[src/rtl/snake_pkg.sv]
// Shared direction encoding and helpers for the snake turn scheduler.
// Directions are 4-bit one-hot: UP=bit0, DOWN=bit1, LEFT=bit2, RIGHT=bit3.
package snake_pkg;

    localparam logic [3:0] DIR_UP    = 4'b0001;
    localparam logic [3:0] DIR_DOWN  = 4'b0010;
    localparam logic [3:0] DIR_LEFT  = 4'b0100;
    localparam logic [3:0] DIR_RIGHT = 4'b1000;
    localparam logic [3:0] DIR_NONE  = 4'b0000;
    localparam logic [3:0] DIR_RESET = DIR_RIGHT;

    // Swap UP<->DOWN and LEFT<->RIGHT.
    function automatic logic [3:0] opposite_dir(input logic [3:0] d);
        return {d[2], d[3], d[0], d[1]};
    endfunction

    function automatic logic is_onehot4(input logic [3:0] d);
        return (d != 4'b0000) && ((d & (d - 4'd1)) == 4'b0000);
    endfunction

endpackage

[src/rtl/snake_turn_scheduler_fifo.sv]
// Pending-turn FIFO; occupancy counter drives full/empty so that
// pointer equality is never ambiguous.
module turn_fifo #(
    parameter int DEPTH = 4,
    parameter int WIDTH = 4
) (
    input  logic                     i_clk,
    input  logic                     i_rst_n,
    input  logic                     i_push,
    input  logic                     i_pop,
    input  logic                     i_clear,
    input  logic [WIDTH-1:0]         i_din,
    output logic [WIDTH-1:0]         o_head,
    output logic [$clog2(DEPTH):0]   o_count,
    output logic                     o_full,
    output logic                     o_empty
);

    localparam int AW = $clog2(DEPTH);
    localparam int CW = AW + 1;

    logic [WIDTH-1:0] r_mem [DEPTH];
    logic [AW-1:0]    r_wr_ptr;
    logic [AW-1:0]    r_rd_ptr;
    logic [CW-1:0]    r_count;
    logic             w_rd;
    logic             w_wr;

    assign o_full  = (r_count == CW'(DEPTH));
    assign o_empty = (r_count == '0);
    assign o_count = r_count;
    assign o_head  = r_mem[r_rd_ptr];

    // A write into a full FIFO is only legal when the head leaves this cycle.
    assign w_rd = i_pop && !o_empty;
    assign w_wr = i_push && (!o_full || w_rd);

    always_ff @(posedge i_clk or negedge i_rst_n) begin
        if (!i_rst_n) begin
            r_wr_ptr <= '0;
            r_rd_ptr <= '0;
            r_count  <= '0;
            for (int i = 0; i < DEPTH; i++) r_mem[i] <= '0;
        end else if (i_clear) begin
            r_wr_ptr <= '0;
            r_rd_ptr <= '0;
            r_count  <= '0;
        end else begin
            if (w_wr) begin
                r_mem[r_wr_ptr] <= i_din;
                r_wr_ptr        <= r_wr_ptr + AW'(1);
            end
            if (w_rd) r_rd_ptr <= r_rd_ptr + AW'(1);
            case ({w_wr, w_rd})
                2'b10:   r_count <= r_count + CW'(1);
                2'b01:   r_count <= r_count - CW'(1);
                default: r_count <= r_count;
            endcase
        end
    end

endmodule

[src/rtl/snake_turn_scheduler.sv]
// Keyboard turn sequencer: sync + edge-detect key codes, filter, queue, one turn per step.
// Define SNAKE_REVERSE_BLOCK_EN to also drop turns opposite to the last accepted direction.
module snake_turn_scheduler
    import snake_pkg::*;
#(
    parameter int DEPTH = 4
) (
    input  logic                   clock,
    input  logic                   resetn,
    input  logic [3:0]             key_in,
    input  logic                   step,
    input  logic                   restart,
    output logic [3:0]             dir,
    output logic                   dir_changed,
    output logic [$clog2(DEPTH):0] pending,
    output logic                   dropped
);

    logic [3:0] r_key_s1, r_key_s2, r_key_s3;
    logic [3:0] r_last_dir;
    logic [3:0] r_dir;
    logic       r_dir_changed;
    logic       r_dropped;

    logic [3:0] w_head;
    logic       w_full, w_empty;
    logic       w_ev_valid;
    logic       w_pop, w_push, w_drop;
    logic       w_rep, w_rev, w_no_room, w_reject;

    always_ff @(posedge clock or negedge resetn) begin
        if (!resetn) begin
            r_key_s1 <= DIR_NONE;
            r_key_s2 <= DIR_NONE;
            r_key_s3 <= DIR_NONE;
        end else begin
            r_key_s1 <= key_in;
            r_key_s2 <= r_key_s1;
            r_key_s3 <= r_key_s2;
        end
    end

    assign w_ev_valid = is_onehot4(r_key_s2) && (r_key_s2 != r_key_s3);
    assign w_pop      = step && !w_empty && !restart;

    assign w_rep = (r_key_s2 == r_last_dir);
`ifdef SNAKE_REVERSE_BLOCK_EN
    assign w_rev = (r_key_s2 == opposite_dir(r_last_dir));
`else
    assign w_rev = 1'b0;
`endif
    // Room is judged after this cycle's pop, so a full FIFO accepts on a step.
    assign w_no_room = w_full && !w_pop;
    assign w_reject  = w_rep || w_rev || w_no_room;
    assign w_push    = w_ev_valid && !w_reject && !restart;
    assign w_drop    = w_ev_valid &&  w_reject && !restart;

    turn_fifo #(.DEPTH(DEPTH), .WIDTH(4)) u_fifo (
        .i_clk   (clock),
        .i_rst_n (resetn),
        .i_push  (w_push),
        .i_pop   (w_pop),
        .i_clear (restart),
        .i_din   (r_key_s2),
        .o_head  (w_head),
        .o_count (pending),
        .o_full  (w_full),
        .o_empty (w_empty)
    );

    always_ff @(posedge clock or negedge resetn) begin
        if (!resetn) begin
            r_last_dir    <= DIR_RESET;
            r_dir         <= DIR_RESET;
            r_dir_changed <= 1'b0;
            r_dropped     <= 1'b0;
        end else if (restart) begin
            r_last_dir    <= DIR_RESET;
            r_dir         <= DIR_RESET;
            r_dir_changed <= 1'b0;
            r_dropped     <= 1'b0;
        end else begin
            if (w_push) r_last_dir <= r_key_s2;
            if (w_pop)  r_dir      <= w_head;
            r_dir_changed <= w_pop;
            r_dropped     <= w_drop;
        end
    end

    assign dir         = r_dir;
    assign dir_changed = r_dir_changed;
    assign dropped     = r_dropped;

endmodule

[config.mk]
export PLATFORM = sky130hd
export DESIGN_NAME = snake_turn_scheduler
export DESIGN_NICKNAME = d
export VERILOG_FILES = /design/src/rtl/snake_pkg.sv /design/src/rtl/snake_turn_scheduler_fifo.sv /design/src/rtl/snake_turn_scheduler.sv
export SDC_FILE = /design/constraint.sdc
export NUM_CORES = 1
export LEC_CHECK = 0
export BUFFER_PORTS_ARGS = -buffer_cell sky130_fd_sc_hd__buf_2
export CORE_MARGIN = 2
export CORE_UTILIZATION = 60
export CTS_BUF_LIST = sky130_fd_sc_hd__clkbuf_2 sky130_fd_sc_hd__clkbuf_4 sky130_fd_sc_hd__clkbuf_8
export CTS_CLUSTER_DIAMETER = 40
export CTS_CLUSTER_SIZE = 24
export DETAILED_ROUTE_END_ITERATION = 8
export PLACE_DENSITY = 0.8
export REMOVE_ABC_BUFFERS = 1
export SYNTH_ARGS = -nofsm -noshare
export SYNTH_HDL_FRONTEND = slang
export SYNTH_SLANG_ARGS = --single-unit
[constraint.sdc]
create_clock -name clock -period 4 [get_ports clock]
set_clock_uncertainty 0.2 [all_clocks]
set_input_delay 0.4 -clock clock [delete_from_list [all_inputs] [get_ports clock]]
set_output_delay 0.4 -clock clock [all_outputs]
set_load 0.02 [all_outputs]
## Word-level counts from Yosys, hierarchy flattened

Index checks and enable logic that the tools add are counted.

- Register bits after elaboration: 45
- Bits of input ports: 8
- Output and inout bits: 9
- Word-level logic and storage cells: 77

- Add/subtract/negate cells: 5
- Order comparisons: 3
- Equal/unequal tests: 5
- Muxes and demuxes: 18
- Bitwise operators: 4
- Reduce and logical (&&, ||, !) cells: 28

Operators by type and width:

| operator | number |
|---|---|
| 4-bit two-way mux | 7 |
| 16-bit bitwise mux | 1 |
| 1-bit logical AND | 12 |
| 4-bit binary-select mux with 2-bit select | 1 |
| 4-bit demux with 2-bit select | 1 |
| 2-bit two-way mux | 4 |
| 2-bit nonzero test | 4 |
| 3-bit >= comparator (second input constant) | 2 |
| 2-bit inverter with 3-bit output | 2 |
| 3-bit one-hot mux with 2 select lines | 1 |
| 1-bit logical NOT | 5 |
| 2-bit by 1-bit adder with 2-bit output (second input constant) | 2 |
| 4-bit bitwise AND | 1 |
| 4-bit == test | 1 |
| 4-bit logical NOT | 1 |
| 4-bit != test | 1 |
| 4-bit nonzero test | 1 |
| 4-bit by 1-bit subtractor with 4-bit output (second input constant) | 1 |
| 3-bit by 1-bit adder with 3-bit output (second input constant) | 1 |
| 3-bit == test (second input constant) | 1 |
| 3-bit logical NOT | 1 |
| 3-bit by 1-bit less-than comparator with 1-bit output (second input constant) | 1 |
| 3-bit two-way mux | 1 |
| 3-bit nonzero test | 1 |
| other kinds (7) | 9 |

## Longest topological paths before layout

Gate-level depths: netlist of the first run.

- Depth in word-level cells: 14
- Depth in mapped cells: 11
- Mapped depth without buffers: 9

## Modules after synthesis

Synthesis of the first run repeated with hierarchy kept, for this count alone.

- Cells, all modules: 168
- Area, all modules: 2215.9 µm²

By module, submodules not included:

| module | instances | cells each | area each (µm²) | sequential area each (µm²) |
|---|---|---|---|---|
| turn_fifo | 1 | 98 | 1301.2 | 575.6 |
| snake_turn_scheduler | 1 | 70 | 914.6 | 553.0 |

## Worst setup path after synthesis of the first run

Ideal clock, no wire load.

- Path kind: register -> register
- From: register r_key_s2[0]
- To: register u_fifo.r_count[2] (netlist: u_fifo.o_count[2])
- Setup time: 128 ps
- Arrival: 2459 ps
- Data required time: 3672 ps
- Path slack: 1214 ps
- Cell stages (with the launch flop): 11
- Buffers on the path: 2
- Clock period less this slack: 2786 ps
- Path through: dfrtp_1 -> buf_6 -> nor4b_1 -> a211oi_1 -> or3_1 -> buf_6 -> and2_2 -> fa_1 -> and2_1 -> mux2i_1 -> mux2_1

- Cells in the longest elaborated chain, start to end: 11
- Elaborated cells on any way between the ends: 18
- Classes of those cells: add/sub: 1; eq/ne: 4; mux: 2; bitwise: 1; reduce/logical: 10

Ends and longest elaborated chain:

| what | line | RTL |
|---|---|---|
| start, declared | snake_turn_scheduler.sv:19 | `logic [3:0] r_key_s1, r_key_s2, r_key_s3;` |
| start signal, assigned | snake_turn_scheduler.sv:38 | `r_key_s2 <= r_key_s1;` |
| 4-bit by 1-bit subtractor with 4-bit output | snake_pkg.sv:18 | `return (d != 4'b0000) && ((d & (d - 4'd1)) == 4'b0000);` |
| 4-bit bitwise AND | snake_pkg.sv:18 |  |
| 4-bit logical NOT | snake_pkg.sv:18 |  |
| 1-bit logical AND | snake_pkg.sv:18 |  |
| 1-bit logical AND | snake_turn_scheduler.sv:43 | `assign w_ev_valid = is_onehot4(r_key_s2) && (r_key_s2 != r_key_s3);` |
| 1-bit logical AND * (2 in series) | snake_turn_scheduler.sv:55 | `assign w_push = w_ev_valid && !w_reject && !restart;` |
| 1-bit logical AND * | snake_turn_scheduler_fifo.sv:36 | `assign w_wr = i_push && (!o_full \|\| w_rd);` |
| 2-bit by 1-bit == test with 1-bit output or 2-bit == test (tied branches) | snake_turn_scheduler_fifo.sv:54 | `case ({w_wr, w_rd})` |
| 3-bit one-hot mux with 2 select lines | snake_turn_scheduler_fifo.sv:54 |  |
| 3-bit two-way mux | snake_turn_scheduler_fifo.sv:44 | `end else if (i_clear) begin` |
| end signal, assigned | snake_turn_scheduler_fifo.sv:55 | `2'b10: r_count <= r_count + CW'(1);` |
| end signal, assigned | snake_turn_scheduler_fifo.sv:56 | `2'b01: r_count <= r_count - CW'(1);` |
| end signal, assigned | snake_turn_scheduler_fifo.sv:57 | `default: r_count <= r_count;` |
| end, declared | snake_turn_scheduler_fifo.sv:25 | `logic [CW-1:0] r_count;` |

Mark *: on every way between the ends. The rest lies on a longest branch, timed or not.
A chain may end at the register's enable or synchronous reset.

## Worst setup path in the final report of the first run

- From: register r_key_s2[2]
- To: register u_fifo.r_count[2] (netlist: u_fifo.o_count[2])

Same word-level chain as after synthesis.

==> run_results.csv, run 1 <==
group,metric,value,unit
power,power_density,576,nW/um^2
finish,layout_commonest_cell,"dfrtp_1",
clock_network,cts_made_buffers,5,
synth,synth_edf_count,0,
clock_network,clock_path_buffers,2,
placed_design,placed_area,2130,um^2
global_route,grt_pass1_wl,5.96,mm
outcome,status,"finished, violations left",
finish,nFillCells,257,
timing,tightest_slew,0.956,ns
finish,areaGrowthSynthToFinish,8.81,%
finish,drive_gt1_frac,0.304,
clock_network,clock-sinks,45,
synth,ys_warn_count,0,
drt,vias,1180,
drt,drc,0,
floorplanning,io_pins,17,
clock_network,h-tree-depth,2,
drt,first_iter_violations,48,
timing,maxSlewViolCount,0,
floorplanning,num_rows,21,
timing,setup_ws,0.831,ns
global_route,antenna_found_initial,0,
synth,syn-instance-count,151,
placed_design,gp_congestion,0.764,
floorplanning,die_w,62.8,um
timing,whs,-0.0180,ns
drt,wl_per_cell,15.3,um
drt,wl_met1,1.46,mm
drt,top_layer,"met4",
drt,dr_wl_met3,108,um
timing,maxSlewHeadroom,0.363,
finish,layout.cell_area.non_filler,2260,um^2
synth,synth_cell_types,35,
min_path,hp-class,"in -> async",
critical_path,crit_slowest_cell,"or3_1",
power,ir_drop,0.000310,V
critical_path,critical_path_required,4.05,ns
drt,wl,3.31,mm
clock_network,cts_tree,"done",
critical_path,critical_path_class,"reg -> reg",
placed_design,dp_hpwl,2.31,mm
outcome,violations,"hold timing",
clock_network,cts_resized,0,
timing,min_period,3.17,ns
timing,hold_violations,43,
global_route,overflow,0,
critical_path,cp_slowest_stage_delay,0.59,ns
drt,viasPerCell,5.44,
floorplanning,initial_utilization,0.622,
timing,final-setup-viol-count,0,
finish,antenna-diode-count,0,
clock_network,post_cts_buffers,0,
global_route,grt_start_max_net_pins,46,
critical_path,cp_max_fo,11,
flow_run,maxCapViolCount,0,
critical_path,worst_ep_arrival_time,3.22,ns
clock_network,path_clk_slew,0.13,ns
synth,syn_area_per_cell,13.7,um^2
drt,firstDrtPassIters,4,
critical_path,cp-end-kind,"register",
clock_network,clk-insertion-delay-late,0.35,ns
placed_design,dp_slack,0.842,ns
floorplanning,die_area,3940,um^2
global_route,grt_usage,0.199,
power,finalPower,1300,uW
drt,ant_nets,0,
synth,synth_flop_cell,"dfrtp_1",
placed_design,place.port_buffers,16,
critical_path,start_kind,"register",
synth,synthesis.area,2070,um^2
finish,fin_nets,183,
timing,rsz0062_at_grt,"no",
timing,timing.fmax,316,MHz
synth,synth-seq-cells,45,
synth,ys_async_sr_fraction,1.00,
floorplanning,coreArea,3340,um^2
finish,final_cell_mix,"43 x dfrtp_1, 16 x nor2_1, 16 x mux2_2, 16 x buf_2, 9 x mux2i_1",
timing,timing.final.crit_share,0.792,
clock_network,root_buffer,"clkbuf_4",
critical_path,path_cells,"nor4b_1 -> a211oi_1 -> or3_1 -> and2_2 -> fa_1 -> and2_1 -> mux2i_1 -> mux2_1",
power,p_leak,0.00110,uW
synth,yosysSeqAreaShare,0.544,
global_route,grt_pass1_vias,1255,
drt,wl_met2,1.70,mm
timing,setup_tns,0,ns
floorplanning,die_h,62.8,um
==> path summary, 6_finish.rpt <==
kind | end | slack [ns] | start | cells past startpoint
max | u_fifo.o_count[2]$_DFFE_PN0P_ | 0.83 | r_key_s2[2]$_DFF_PN0_ | 8
min | u_fifo.o_count[0]$_DFFE_PN0P_ | -0.02 | resetn | 1
max reg2reg | u_fifo.o_count[2]$_DFFE_PN0P_ | 0.83 | r_key_s2[2]$_DFF_PN0_ | 8
min reg2reg | r_key_s2[3]$_DFF_PN0_ | 0.16 | r_key_s1[3]$_DFF_PN0_ | 0
max in group asynchronous | u_fifo.r_mem[3]$_DFFE_PN0P_ | 3.03 | resetn | 1
min in group clock | r_key_s2[3]$_DFF_PN0_ | 0.16 | r_key_s1[3]$_DFF_PN0_ | 0
==> metal layers <==
| metal | track usage | up-vias |
|---|---|---|
| met5 | 0 | - |
| met4 | 0.0667 | 0 |
| met3 | 0.0505 | 4 |
| met2 | 0.323 | 23 |
| met1 | 0.263 | 606 |
| li1 | - | 547 |
==> metrics by stage <==
stage,utilization,std cells
after floorplan,-,142
after global placement,0.638,205
after detailed placement,0.638,205
after CTS,0.676,217
after global routing,0.676,217
final,0.676,217
==> worst max-delay path, delay by kind of cell, from the launching register on <==
| kind | cells | cell delay, ns |
|---|---|---|
| and+or+nand+nor | 4 | 1.39 |
| muxes | 2 | 0.47 |
| AOI/OAI and AO/OA | 1 | 0.10 |
| DFF | 1 | 0.54 |
| adders and majority gates | 1 | 0.37 |
==> cell type report <==
| class | instances | area [um^2] | area share |
|---|---|---|---|
| sequential | 45 | 1130 | 0.500 |
| multi-input combinational | 93 | 840 | 0.372 |
| timing repair buffer | 21 | 128 | 0.0565 |
| tap | 46 | 57.6 | 0.0255 |
| clock buffer | 6 | 51.3 | 0.0227 |
| clock inverter | 2 | 37.5 | 0.0166 |
| inverter | 4 | 15.0 | 0.00665 |
==> cells in the mapped netlist (2+ instances only) <==
library cell	n	share of area
dfrtp_1	43	0.52
mux2_2	16	0.087
nor2_1	16	0.029
mux2i_1	9	0.043
xnor2_1	6	0.025
buf_6	5	0.027
nand2_1	5	0.0090
xor2_1	5	0.021
ha_1	4	0.024
inv_1	4	0.0072
mux4_2	4	0.043
and2_1	2	0.0060
and2b_1	2	0.0072
clkbuf_1	2	0.0036
clkbuf_8	2	0.013
dfstp_2	2	0.025
mux2_1	2	0.011
nand2b_1	2	0.0060
nor2b_1	2	0.0060
nor4b_1	2	0.0084
or3_1	2	0.0060
==> power by group <==
part           switching, uW  leakage, uW  internal [uW]
Clock                    141    0.0000445            149
Combinational            171     0.000476            204
Sequential              86.5     0.000576            549
==> timing repair <==
action / 4_1_cts / 5_1_grt
hold buffers: 4 / 0
hold endpoints to repair: 4 / 0
endpoints found under the setup margin: 0 / 0
==> kinds of logic (layout without fill, tap and decap cells) <==
logic type,Yosys count,after routing,synth area share
multiplexers,31,31,0.185
flip-flops,45,45,0.544
XOR/XNOR,12,12,0.0597
adder cells (fa/ha/maj),5,5,0.0338
AND/OR/NAND/NOR,39,39,0.0989
AO/OA/AOI/OAI,6,6,0.0277
buffers and inverters,13,33,0.0513
==> flip-flops by register name (all words and copies together), names as in the netlist <==
name             cells
r_key_s3             4
u_fifo.r_wr_ptr      2
u_fifo.o_count       3
u_fifo.r_mem        16
u_fifo.r_rd_ptr      2
dir                  4
dropped              1
r_key_s1             4
r_last_dir           4
dir_changed          1
r_key_s2             4
Power figures use the tool's default switching activity.
==> inputs of run 2 (changes only) <==
--- a/config.mk
+++ b/config.mk
@@ -5,6 +5,7 @@
 export SDC_FILE = /design/constraint.sdc
 export NUM_CORES = 1
 export LEC_CHECK = 0
+export ABC_AREA = 1
 export BUFFER_PORTS_ARGS = -buffer_cell sky130_fd_sc_hd__buf_2
 export CORE_MARGIN = 2
 export CORE_UTILIZATION = 60
==> constraint.sdc (replaced) <==
create_clock -name clock -period 3.24 [get_ports clock]
set_clock_uncertainty 0.2 [all_clocks]
set_input_delay 0.324 -clock clock [delete_from_list [all_inputs] [get_ports clock]]
set_output_delay 0.324 -clock clock [all_outputs]
set_load 0.02 [all_outputs]
==> run 2 against run 1 <==
The flow now finishes without violations. Design area is 2.9% higher. Synthesized cell count is 54% higher. Area after synthesis is 0.66% lower. Critical path type unchanged.
==> run_results.csv, run 2 <==
group,metric,value,unit
outcome,status,"complete, no violations",
timing,final-setup-viol-count,0,
synth,synthTopCellsByCount,"65 x nand2_1, 43 x dfrtp_1, 23 x nor2_1",
synth,synth_most_common_cell,"nand2_1",
critical_path,start_kind,"register",
power,p_leak,0.00123,uW
placed_design,dp_slack,0.764,ns
drt,vias,1596,
synth,synth_top_area_share,0.522,
clock_network,cts_made_buffers,5,
clock_network,path_clk_slew,0.14,ns
synth,synth_flop_cell,"dfrtp_1",
placed_design,dp_hpwl,2.73,mm
timing,whs,0.108,ns
critical_path,critical_path_required,3.32,ns
clock_network,clk-insertion-delay-late,0.37,ns
finish,final_cell_mix,"65 x nand2_1, 43 x dfrtp_1, 23 x nor2_1",
power,p_sw,364,uW
power,clkPwrFrac,0.289,
power,ir_drop,0.000333,V
global_route,overflow,0,
drt,ant_nets,0,
critical_path,critical_path_class,"reg -> reg",
timing,hold_violations,0,
synth,synth_cell_types,24,
critical_path,worstRegToRegCells,16,
power,p_seq_frac,0.548,
power,power_density,548,nW/um^2
synth,ys_async_sr_fraction,1.00,
power,power.share.combinational,0.163,
critical_path,cp-end-kind,"register",
synth,synthesis.area,2060,um^2
clock_network,root_buffer,"clkbuf_4",
finish,layout_commonest_cell,"nand2_1",
placed_design,gp_congestion,0.850,
global_route,grt_pass1_vias,1529,
drt,firstDrtPassIters,4,
synth,syn-instance-count,232,
drt,wl,3.86,mm
timing,setup_ws,0.676,ns
global_route,grt_usage,0.229,
finish,top_register,"u_fifo.r_mem",
timing,min_period,2.56,ns
flow_run,maxCapViolCount,0,
drt,first_iter_violations,123,
clock_network,cts_tree,"done",
min_path,hold_depth,2,
timing,rsz0062_at_grt,"no",
power,finalPower,1270,uW
timing,maxSlewHeadroom,0.378,
floorplanning,coreArea,3310,um^2
floorplanning,io_pins,17,
timing,timing.final.crit_share,0.791,
floorplanning,die_area,3920,um^2
placed_design,place.port_buffers,16,
timing,timing.fmax,390,MHz
clock_network,clock_path_buffers,2,
floorplanning,die_w,62.6,um
timing,maxSlewViolCount,0,
drt,drc,0,
floorplanning,die_h,62.6,um
clock_network,cts_resized,0,
floorplanning,num_rows,21,
clock_network,clock-sinks,45,
timing,tightest_slew,0.933,ns
finish,drive_gt1_frac,0.159,
synth,yosysSeqAreaShare,0.548,
global_route,antenna_found_initial,0,
synth,netlist_top_cells_area,"dfrtp_1 52%, nand2_1 12%, o21ai_1 4.9%",
synth,synth-seq-cells,45,
finish,largest_reg_flops,16,
synth,yosysTopAreaCell,"dfrtp_1",
synth,ys_warn_count,0,
critical_path,cp_max_fo,7,
timing,setup_tns,0,ns
critical_path,worst_ep_arrival_time,2.65,ns
finish,antenna-diode-count,0,
global_route,grt_start_max_net_pins,46,
finish,areaGrowthSynthToFinish,12.8,%
floorplanning,initial_utilization,0.622,
synth,syn_area_per_cell,8.88,um^2
clock_network,h-tree-depth,2,
finish,fin_nets,270,
min_path,hp-class,"in -> reg",
global_route,grt_pass1_wl,6.88,mm
synth,synth_edf_count,0,
drt,viasPerCell,5.25,
finish,fin_cells,304,
drt,wl_per_cell,12.7,um
power,switching_share,0.286,
placed_design,dp_cells,291,
power,p_int,908,uW
finish,nFillCells,259,
==> run 2: cell count changes after synthesis, sizes merged, moves of 4 or more <==
cell / change
nand2: +66
o21ai: +30
inv: +19
mux2: -18
nor2: +10
mux2i: -9
nand3: +7
xor2: -5
a21oi: +4
mux4: -4
o22ai: +4
==> run 2: power by group through the flow <==
stage | logic, uW | clock network (uW) | registers, uW
floorplan | 147 | 0 | 698
global placement | 197 | 0 | 704
detailed placement | 203 | 0 | 706
CTS | 209 | 371 | 695
global route | 240 | 395 | 707
finish | 208 | 367 | 698
==> run 2: area by class of cell <==
cell class	instances	area [um^2]	share of cell area
Inverter	23	86.3	0.0372
Tap cell	46	57.6	0.0248
Clock inverter	2	37.5	0.0162
Clock buffer	6	51.3	0.0221
Multi-Input combinational cell	161	832	0.358
Timing Repair Buffer	21	130	0.0560
Sequential cell	45	1130	0.486
==> run 2: kinds of logic (layout without fill, tap and decap cells) <==
family,after synthesis,after routing,share of synthesized area
xor+xnor,5,5,0.0212
fa+ha+maj,5,5,0.0340
simple gates,107,107,0.231
flops,45,45,0.548
compound gates,44,44,0.118
buf+inv,26,52,0.0486
==> run 2: what timing repair did <==
item / CTS / global route
hold endpoints to repair: 47 / 0
hold buffers: 5 / 0
buffers inserted: 0 / 0
==> run 2: final timing paths <==
path | from | endpoint | slack, ns
min reg2reg | r_key_s1[2]$_DFF_PN0_ | r_key_s2[2]$_DFF_PN0_ | 0.16
max | r_key_s2[1]$_DFF_PN0_ | u_fifo.o_count[2]$_DFFE_PN0P_ | 0.68
max in group asynchronous | resetn | r_last_dir[2]$_DFFE_PN0P_ | 1.82
min in group asynchronous | resetn | dir[2]$_DFFE_PN0P_ | 0.44
max reg2reg | r_key_s2[1]$_DFF_PN0_ | u_fifo.o_count[2]$_DFFE_PN0P_ | 0.68
min | restart | dropped$_DFF_PN0_ | 0.11
==> run 2: per-layer routing <==
layer	vias to the layer above	share of wire	global-route usage	wire length, um
li1	795	-	-	-
met1	743	0.44	0.292	1700
met2	48	0.48	0.378	1870
met3	10	0.056	0.0432	217
met4	0	0.020	0.111	79
met5	-	0	0	0
==> run 2: through the flow <==
| stage | cell area [um^2] | utilization |
|---|---|---|
| global placement | 2180 | 0.660 |
| floorplan | 2050 | - |
| global route | 2320 | 0.702 |
| detailed placement | 2180 | 0.660 |
| CTS | 2320 | 0.702 |
| finish | 2320 | 0.702 |
==> run 2: critical path, cell delays in order, from the launching register on <==
cell,delay (ns)
dfrtp_1,0.52
inv_2,0.13
nand2_1,0.08
nand2_1,0.07
nand2_1,0.07
o21ai_1,0.08
nor2_2,0.17
nand2_4,0.11
nand2_2,0.13
inv_1,0.06
fa_1,0.37
xnor2_1,0.23
inv_1,0.06
nand2_1,0.06
nand2_1,0.04
nand2_1,0.05
nand2_1,0.04
==> inputs of run 3 (changes only) <==
--- a/config.mk
+++ b/config.mk
@@ -8,12 +8,12 @@
 export ABC_AREA = 1
 export BUFFER_PORTS_ARGS = -buffer_cell sky130_fd_sc_hd__buf_2
 export CORE_MARGIN = 2
-export CORE_UTILIZATION = 60
+export CORE_UTILIZATION = 55
 export CTS_BUF_LIST = sky130_fd_sc_hd__clkbuf_2 sky130_fd_sc_hd__clkbuf_4 sky130_fd_sc_hd__clkbuf_8
 export CTS_CLUSTER_DIAMETER = 40
 export CTS_CLUSTER_SIZE = 24
 export DETAILED_ROUTE_END_ITERATION = 8
-export PLACE_DENSITY = 0.8
+export PLACE_DENSITY = 0.77
 export REMOVE_ABC_BUFFERS = 1
 export SYNTH_ARGS = -nofsm -noshare
 export SYNTH_HDL_FRONTEND = slang
==> constraint.sdc (replaced) <==
create_clock -name clock -period 2.29 [get_ports clock]
set_clock_uncertainty 0.2 [all_clocks]
set_input_delay 0.229 -clock clock [delete_from_list [all_inputs] [get_ports clock]]
set_output_delay 0.229 -clock clock [all_outputs]
set_load 0.02 [all_outputs]
==> run 3 against run 2 <==
Largest cell class unchanged. Count of clock-buffer cells in the layout did not move. Critical path type unchanged. Combinational power rose by 58%. Design area grew 8.0%.
==> run_results.csv, run 3 (same netlist as run 2, synthesis figures left out) <==
group,metric,value,unit
finish,areaGrowthSynthToFinish,21.8,%
floorplanning,num_rows,22,
clock_network,path_clk_slew,0.08,ns
critical_path,cp-end-kind,"register",
timing,maxSlewHeadroom,0.792,
power,p_leak,0.00131,uW
timing,whs,0.125,ns
clock_network,cts_made_buffers,5,
placed_design,dp_hpwl,2.86,mm
power,ir_drop,0.000522,V
clock_network,h-tree-depth,2,
finish,antenna-diode-count,0,
finish,largest_reg_flops,16,
drt,vias,1632,
finish,drive_gt1_frac,0.250,
min_path,min_from,"step",
clock_network,clk-insertion-delay-late,0.30,ns
placed_design,placed_area,2290,um^2
drt,first_iter_violations,163,
drt,viasPerCell,5.10,
timing,min_period,2.19,ns
critical_path,start_kind,"register",
drt,ant_nets,0,
drt,wl,3.98,mm
global_route,antenna_found_initial,0,
timing,final-setup-viol-count,0,
critical_path,worst_ep_arrival_time,2.18,ns
finish,top_register,"u_fifo.r_mem",
finish,final_cell_mix,"62 x nand2_1, 39 x dfrtp_1, 21 x nor2_1",
finish,fin_cells,320,
timing,timing.final.crit_share,0.954,
clock_network,root_buffer,"clkbuf_8",
power,power_density,769,nW/um^2
floorplanning,initial_utilization,0.567,
global_route,grt_pass1_wl,6.88,mm
drt,drc,0,
timing,maxSlewViolCount,0,
placed_design,place.port_buffers,16,
critical_path,reg2reg_from,"r_last_dir[3]$_DFFE_PN1P_",
global_route,grt_pass1_vias,1604,
floorplanning,io_pins,17,
floorplanning,die_area,4250,um^2
clock_network,clock-sinks,45,
critical_path,critical_path_required,2.28,ns
clock_network,clock_path_buffers,2,
global_route,grtUsageMet1,0.265,
finish,fin_nets,284,
clock_network,cts_tree,"done",
global_route,use_met2,0.365,
drt,firstDrtPassIters,4,
global_route,grtUsageMet3,0.0411,
timing,tightest_slew,0.311,ns
critical_path,critical_path_class,"reg -> reg",
placed_design,gp_congestion,0.837,
flow_run,maxCapViolCount,0,
global_route,busiest_layer,"met2",
timing,hold_violations,0,
timing,timing.fmax,458,MHz
floorplanning,die_w,65.2,um
floorplanning,die_h,65.2,um
finish,utilization,0.691,
floorplanning,coreArea,3630,um^2
critical_path,critical_path.startpoint,"r_last_dir[3]$_DFFE_PN1P_",
global_route,grt_usage,0.214,
placed_design,dp_cells,305,
global_route,grt_start_max_net_pins,46,
timing,setup_tns,0,ns
finish,layout.cell_area.non_filler,2510,um^2
min_path,hp-class,"in -> reg",
outcome,status,"complete, no violations",
finish,layout_commonest_cell,"nand2_1",
critical_path,cp_max_fo,3,
drt,wl_per_cell,12.4,um
global_route,overflow,0,
==> run 3: cell count changes in the layout (fill, tap and decap cells not counted), sizes merged <==
cell	change
buf	+14
==> run 3: worst paths after layout <==
path	to	slack (ns)	cells after the start
setup / recovery	u_fifo.o_count[2]$_DFFE_PN0P_	0.10	16
hold / removal	u_fifo.r_rd_ptr[0]$_DFFE_PN0P_	0.13	5
setup reg to reg	u_fifo.o_count[2]$_DFFE_PN0P_	0.10	16
hold reg to reg	r_key_s2[1]$_DFF_PN0_	0.15	0
max in group asynchronous	r_last_dir[3]$_DFFE_PN1P_	1.38	3
min in group asynchronous	u_fifo.r_mem[10]$_DFFE_PN0P_	0.21	3
==> run 3: final cells by class <==
cell class                 count  area [um^2]
clock buffer                   6         82.6
clock inverter                 2         37.5
fill                         299         1120
inverter                      23         88.8
multi-input combinational    161          860
sequential                    45         1130
tap                           48         60.1
timing repair buffer          35          248
==> run 3: routing by layer <==
| layer | part of all wire | wire length, um |
|---|---|---|
| met5 | 0 | 0 |
| met4 | 0.019 | 76 |
| met3 | 0.031 | 123 |
| met2 | 0.50 | 1970 |
| met1 | 0.45 | 1810 |
==> run 3: timing repair <==
action	in CTS	in global routing
gates cloned	0	0
resized for setup	1	14
endpoints found under the setup margin	1	1
pin swaps	0	9
endpoints found under the hold margin	49	0
hold buffers	5	0
setup buffers	0	2
==> run 3: power breakdown <==
part	leakage (uW)	switching [uW]	internal [uW]
combinational	0.000684	188	139
sequential	0.000572	71.4	910
clock	0.0000574	268	355
==> run 3: metrics by stage <==
step                setup WS (ns)  total power, uW
floorplan                 -0.0363             1190
CTS                       0.00198             1940
finish                      0.104             1930
global placement           0.0601             1290
global route              -0.0348             2040
detailed placement        0.00926             1310
==> run 3: worst max-delay path, cell delays in order (launching register included) <==
cell and delay [ns]:
dfstp_2 0.54, inv_1 0.04, nand2_1 0.05, nand2_1 0.05
nand2_1 0.07, nor2_2 0.05, nor2_4 0.15, nand2_4 0.06
nand2_2 0.08, inv_2 0.04, fa_2 0.36, xnor2_2 0.15
inv_1 0.06, nand2_1 0.05, nand2_1 0.04, nand2_1 0.05
nand2_1 0.04
